`config.mk`:
```
export PLATFORM = sky130hd
export DESIGN_NAME = seg_scan_driver_flat
export DESIGN_NICKNAME = d
export VERILOG_FILES = /design/src/rtl/seg_scan_if.sv /design/src/rtl/seg_scan_driver.sv /design/src/flat_wrapper.sv
export SDC_FILE = /design/constraint.sdc
export NUM_CORES = 1
export LEC_CHECK = 0
export ABC_AREA = 1
export BUFFER_PORTS_ARGS = -buffer_cell sky130_fd_sc_hd__buf_2
export CAP_MARGIN = 20
export CORE_AREA = 3 3 77 79
export CTS_CLUSTER_DIAMETER = 150
export DETAILED_ROUTE_END_ITERATION = 8
export DIE_AREA = 0 0 80 82
export PLACE_DENSITY = 0.82
export SYNTH_ARGS = -nofsm -noshare
export SYNTH_HDL_FRONTEND = slang
export SYNTH_SLANG_ARGS = --single-unit
```
`constraint.sdc`:
```
create_clock -name clk -period 3.31 [get_ports clk]
set_clock_uncertainty 0.1 [all_clocks]
set_input_delay 0.993 -clock clk [delete_from_list [all_inputs] [get_ports clk]]
set_output_delay 0.993 -clock clk [all_outputs]
set_load 0.02 [all_outputs]
```
`src/rtl/seg_scan_if.sv`:
```
// Write/display bundle between a host and the 4-digit scan driver.
// The host side is master; the driver side is slave.
interface seg_scan_if;
  logic        Wr_en;
  logic [15:0] Wr_data;
  logic        Blank_en;
  logic [3:0]  Digit;
  logic [3:0]  Anode;
  logic        Upd_pending;

  modport master (
    output Wr_en, Wr_data, Blank_en,
    input  Digit, Anode, Upd_pending
  );

  modport slave (
    input  Wr_en, Wr_data, Blank_en,
    output Digit, Anode, Upd_pending
  );
endinterface

```
`src/rtl/seg_scan_driver.sv`:
```
// 4-digit common-anode seven-segment scan driver.
// New values latch only at frame boundaries; optional leading-zero blanking.
module seg_scan_driver #(
  parameter int DIV   = 50000,
  parameter int CNT_W = 24
) (
  input  logic       clk,
  input  logic       rst_n,
  seg_scan_if.slave  bus
);

  logic [CNT_W-1:0] cnt;
  logic [1:0]       idx;
  logic [15:0]      disp;
  logic [15:0]      pend;
  logic             pflag;

  logic tick;
  logic bnd;

  assign tick = (cnt == CNT_W'(DIV - 1));
  assign bnd  = tick && (idx == 2'd3);

  always_ff @(posedge clk or negedge rst_n) begin
    if (!rst_n) begin
      cnt   <= '0;
      idx   <= 2'd0;
      disp  <= 16'h0000;
      pend  <= 16'h0000;
      pflag <= 1'b0;
    end else begin
      cnt <= tick ? '0 : cnt + CNT_W'(1);
      if (tick)
        idx <= idx + 2'd1;
      // A write landing on the boundary bypasses pend entirely.
      if (bnd) begin
        if (bus.Wr_en)
          disp <= bus.Wr_data;
        else if (pflag)
          disp <= pend;
        pflag <= 1'b0;
      end else if (bus.Wr_en) begin
        pend  <= bus.Wr_data;
        pflag <= 1'b1;
      end
    end
  end

  logic z3, z2, z1;
  logic blank;

  assign z3 = (disp[15:12] == 4'h0);
  assign z2 = z3 && (disp[11:8] == 4'h0);
  assign z1 = z2 && (disp[7:4] == 4'h0);

  always_comb begin
    bus.Digit = 4'h0;
    blank     = 1'b0;
    unique case (idx)
      2'd0: begin
        bus.Digit = disp[3:0];
      end
      2'd1: begin
        bus.Digit = disp[7:4];
        blank     = z1;
      end
      2'd2: begin
        bus.Digit = disp[11:8];
        blank     = z2;
      end
      2'd3: begin
        bus.Digit = disp[15:12];
        blank     = z3;
      end
    endcase
  end

  assign bus.Anode = (bus.Blank_en && blank) ? 4'b1111
                                             : ~(4'b0001 << idx);

  assign bus.Upd_pending = pflag;

endmodule
```
`src/flat_wrapper.sv`:
```
// flat-port wrapper written by rule: the top's interface ports become plain ports
module seg_scan_driver_flat 
#(
  parameter int DIV   = 50000,
  parameter int CNT_W = 24
)
  (clk, rst_n, bus_Wr_en, bus_Wr_data, bus_Blank_en, bus_Digit, bus_Anode, bus_Upd_pending);
  seg_scan_if bus_i ();
  input  logic clk;
  input  logic rst_n;
  input wire logic [$bits(bus_i.Wr_en)-1:0] bus_Wr_en;
  input wire logic [$bits(bus_i.Wr_data)-1:0] bus_Wr_data;
  input wire logic [$bits(bus_i.Blank_en)-1:0] bus_Blank_en;
  output wire logic [$bits(bus_i.Digit)-1:0] bus_Digit;
  output wire logic [$bits(bus_i.Anode)-1:0] bus_Anode;
  output wire logic [$bits(bus_i.Upd_pending)-1:0] bus_Upd_pending;
  assign bus_i.Wr_en = bus_Wr_en;
  assign bus_i.Wr_data = bus_Wr_data;
  assign bus_i.Blank_en = bus_Blank_en;
  assign bus_Digit = bus_i.Digit;
  assign bus_Anode = bus_i.Anode;
  assign bus_Upd_pending = bus_i.Upd_pending;
  seg_scan_driver #(.DIV(DIV), .CNT_W(CNT_W)) u_core (.clk(clk), .rst_n(rst_n), .bus(bus_i));
endmodule
```
==> Implementation_results.wiki <==
{| class="wikitable"
! Metric !! Value
|-
| Total CTS buffers || 9
|-
| Synthesized netlist cell count || roughly 440
|-
| Dominant combinational cell family by area after synthesis || simple AND/OR/NAND/NOR gates
|-
| Final Wtd Congestion || 0.903
|-
| Setup Fix Bufs, Post-CTS || 0
|-
| Final net count || 491
|-
| Worst hold path type || reg2reg
|-
| Count of vias placed by the detailed router || 2860
|-
| Xor and xnor fraction of the mapped netlist area || 0.0236
|-
| Summed instance area of the synthesized netlist || 0.00334 mm²
|-
| Avg Cell Area, Syn || 7.67 µm²
|-
| Die extent in x || approximately 80 µm
|-
| Layout cells sized above 1 || 0.157
|-
| Via count of the first global-routing pass || 2498
|-
| Height of the chip || between 80 and 90 µm
|-
| DRC marker count from the first detailed-route iteration || 316
|-
| Maximum number of pins on one net before global-route repair || 35
|-
| Peak VDD IR || 0.407 mV
|-
| Type of destination of the critical path || output pin
|-
| Standard-cell rows || 27
|-
| Start-to-end type of the worst setup path || reg2out
|-
| Worst setup SP type || register
|-
| Final Hold Slack || ~0.37 ns
|-
| Mapped Nets || 461
|-
| Wire length of the first global-routing pass || 12100 µm
|-
| Sequential fraction of the synthesis area || 0.442
|-
| Total congestion overflow || 0
|-
| Number of antenna violations at the first check in global routing || 0
|-
| DRC errors left || 0
|-
| Mux share of post-synthesis cell area || 0.0540
|-
| Hold worst-path end || u_core.pend[2]$_DFFE_PN0P_
|-
| CTS resizes || 0
|-
| PnR Total Power || 1.58 mW
|-
| Count of cells along the worst register-to-register path || 8
|-
| Achievable frequency || between 0.3 and 0.4 GHz
|-
| H-tree lvl count || 3
|-
| Total iterations of the first detailed-routing run || 5
|-
| Final cycle utilization of the critical path || 0.886
|-
| Hold_sp || u_core.pend[2]$_DFFE_PN0P_
|-
| Topmost layer with routed signal wires || met4
|-
| IO Port Bufs || 28
|-
| Complex-gate fraction of the synthesized area || 0.0311
|-
| Worst path required time || 2.22 ns
|-
| Number of filler cells placed in the layout || 443
|-
| Detailed route wirelength on metal2 || a little over 3000 µm
|-
| Number of clock sinks || 59
|-
| Reg2Reg Capture Point || u_core.disp[4]$_DFFE_PN0P_
|-
| Shortest period the worst path allows || 2.93 ns
|-
| Relative slew margins || 0.609
|-
| Clock tree from TritonCTS || yes
|-
| Fin area || 0.00376 mm²
|-
| Clock latency on the worst-skew pair || ~0.33 ns
|-
| Run status || complete, no violations
|-
| Leakage component of the power || 1.92 nW
|-
| Pwr Density || approximately 420 mW/mm²
|-
| Count of pins over their slew limit || 0
|-
| Initial Util || 0.617
|-
| RSZ-0062 raised after global routing || false
|-
| N_diodes || 0
|-
| Maximum fanout count along the critical path || 9
|-
| Most common library cell in the layout ignoring fill and taps || sky130_fd_sc_hd__nand2_1
|-
| Setup TNS || 0 ns
|-
| Setup violations, final || 0
|-
| Fraction of the mapped netlist area in adder cells || 0.0225
|-
| Routed length on met1 || 3730 µm
|-
| Register bit count reported by yosys || 59
|-
| Wire length reported by the detailed router || 7260 µm
|-
| HPWL after detailed placement || between 5000 and 6000 µm
|-
| Overall global routing resource usage || 0.241
|-
| Count of max-cap constraint violations || 0
|-
| Slew of the pin with the lowest slew margin || between 0.5 and 0.6 ns
|-
| Routed len/inst || approximately 13 µm
|-
| Longest Clk Path Bufs || 2
|-
| Hold Fails Final Rpt || 0
|-
| Minimum setup slack among reg-to-reg paths || ~1.4 ns
|-
| Min-Delay Path Depth || 2
|-
| Master cell of the clock root buffer || sky130_fd_sc_hd__clkbuf_8
|-
| Count of synthesis-stage warnings from yosys || 0
|-
| Count of pins on the block boundary || 29
|-
| Commonest cells after routing, fill and taps aside || sky130_fd_sc_hd__nand2_1 (134), sky130_fd_sc_hd__dfrtp_1 (59), sky130_fd_sc_hd__inv_1 (53), sky130_fd_sc_hd__nor2_1 (47), sky130_fd_sc_hd__nand3_1 (37)
|-
| Area growth from synthesis to layout || 12.8%
|-
| Cell area after placement || 0.00354 mm²
|-
| Hold Buf Count CTS || 0
|-
| Area of the die || approximately 0.0066 mm²
|-
| Routed via count divided by cell count || ~5.3
|-
| Clk slew on worst S/H paths || 0.07 ns
|-
| Post-synth cell types || 28
|-
| Data arrival at the endpoint of the critical path || 1.84 ns
|-
| Worst r2r src || u_core.cnt[0]$_DFF_PN0_
|-
| Basic-gate share of the synthesized area counting and, or, nand and nor cells || 0.343
|-
| Post-route antenna net violation count || 0
|-
| Area of the core || approximately 0.0054 mm²
|-
| Met3 Routed Length || 356 µm
|}
==> where the power goes <==
group	internal, mW	switching (mW)
Clock	0.464	0.283
Combinational	0.0372	0.0476
Sequential	0.738	0.00892
==> metal layers <==
layer  track usage  up-vias
met2         0.337       84
met1         0.379     1314
met4        0.0845        0
met5             0        -
met3        0.0362       15
li1              -     1447
==> how the worst max path moves through the flow <==
| stage | to | slack, ns | startpoint |
|---|---|---|---|
| 3_5_place_dp | bus_Anode[3] | 0.60 | bus_Blank_en |
| 5_1_grt | bus_Anode[3] | 0.14 | u_core.idx[1]$_DFFE_PN0N_ |
| 6_report | bus_Anode[3] | 0.38 | u_core.idx[0]$_DFFE_PN0N_ |
| 2_1_floorplan | bus_Digit[1] | 0.62 | u_core.idx[0]$_DFFE_PN0N_ |
| 4_1_cts | bus_Anode[3] | 0.37 | u_core.idx[0]$_DFFE_PN0N_ |
| 3_3_place_gp | bus_Anode[3] | 0.58 | bus_Blank_en |
==> worst max-delay path, stage by stage (launching register included) <==
cell	delay, ns
sky130_fd_sc_hd__dfrtp_1	0.37
sky130_fd_sc_hd__inv_1	0.11
sky130_fd_sc_hd__ha_1	0.31
sky130_fd_sc_hd__nor2_1	0.13
sky130_fd_sc_hd__nand3_1	0.07
sky130_fd_sc_hd__nor3_1	0.13
sky130_fd_sc_hd__nand2_1	0.13
sky130_fd_sc_hd__nand2_1	0.08
sky130_fd_sc_hd__buf_2	0.16
==> state kept, by name, indices dropped and copies added, names as in the netlist <==
| register | count |
|---|---|
| u_core.bus.Upd_pending | 1 |
| u_core.cnt | 24 |
| u_core.disp | 16 |
| u_core.idx | 2 |
| u_core.pend | 16 |
==> area by class of cell <==
type | instances | area (µm²) | share of cell area
clock buffer | 12 | 155 | 0.0412
multi-input combinational | 308 | 1580 | 0.420
inverter | 55 | 206 | 0.0548
clock inverter | 4 | 72.6 | 0.0193
sequential | 59 | 1480 | 0.392
tap | 72 | 90.1 | 0.0239
timing repair buffer | 32 | 183 | 0.0485
==> per-stage QoR <==
stage / cells / util / setup WS (ns)
finish: 542 / 0.697 / 0.377
global route: 542 / 0.697 / 0.137
CTS: 542 / 0.697 / 0.372
detailed placement: 526 / 0.654 / 0.598
global placement: 526 / 0.654 / 0.584
floorplan: 435 / - / 0.625
==> kinds of logic (layout without fill, tap and decap cells) <==
family | count (synthesis) | in the layout
AND/OR/NAND/NOR | 257 | 257
buffers and inverters | 68 | 103
flip-flops | 59 | 59
AO/OA/AOI/OAI | 20 | 20
multiplexers | 16 | 16
XOR/XNOR | 9 | 9
adder cells (fa/ha/maj) | 6 | 6
==> synth_stat cells (all sizes together) <==
master	number	share of area
o21bai	1	0.0023
a21oi	6	0.0090
clkinv	2	0.0023
mux2	16	0.054
inv	53	0.060
nand4	24	0.051
nor2	52	0.065
dfrtp	59	0.44
xor2	8	0.021
nor3	5	0.0075
nor3b	1	0.0023
ha	6	0.022
buf	10	0.018
nand2	137	0.16
nand3	38	0.058
xnor2	1	0.0026
o21ai	12	0.018
o22ai	1	0.0019
clkbuf	3	0.0034
(Power assumes the default switching activity.)
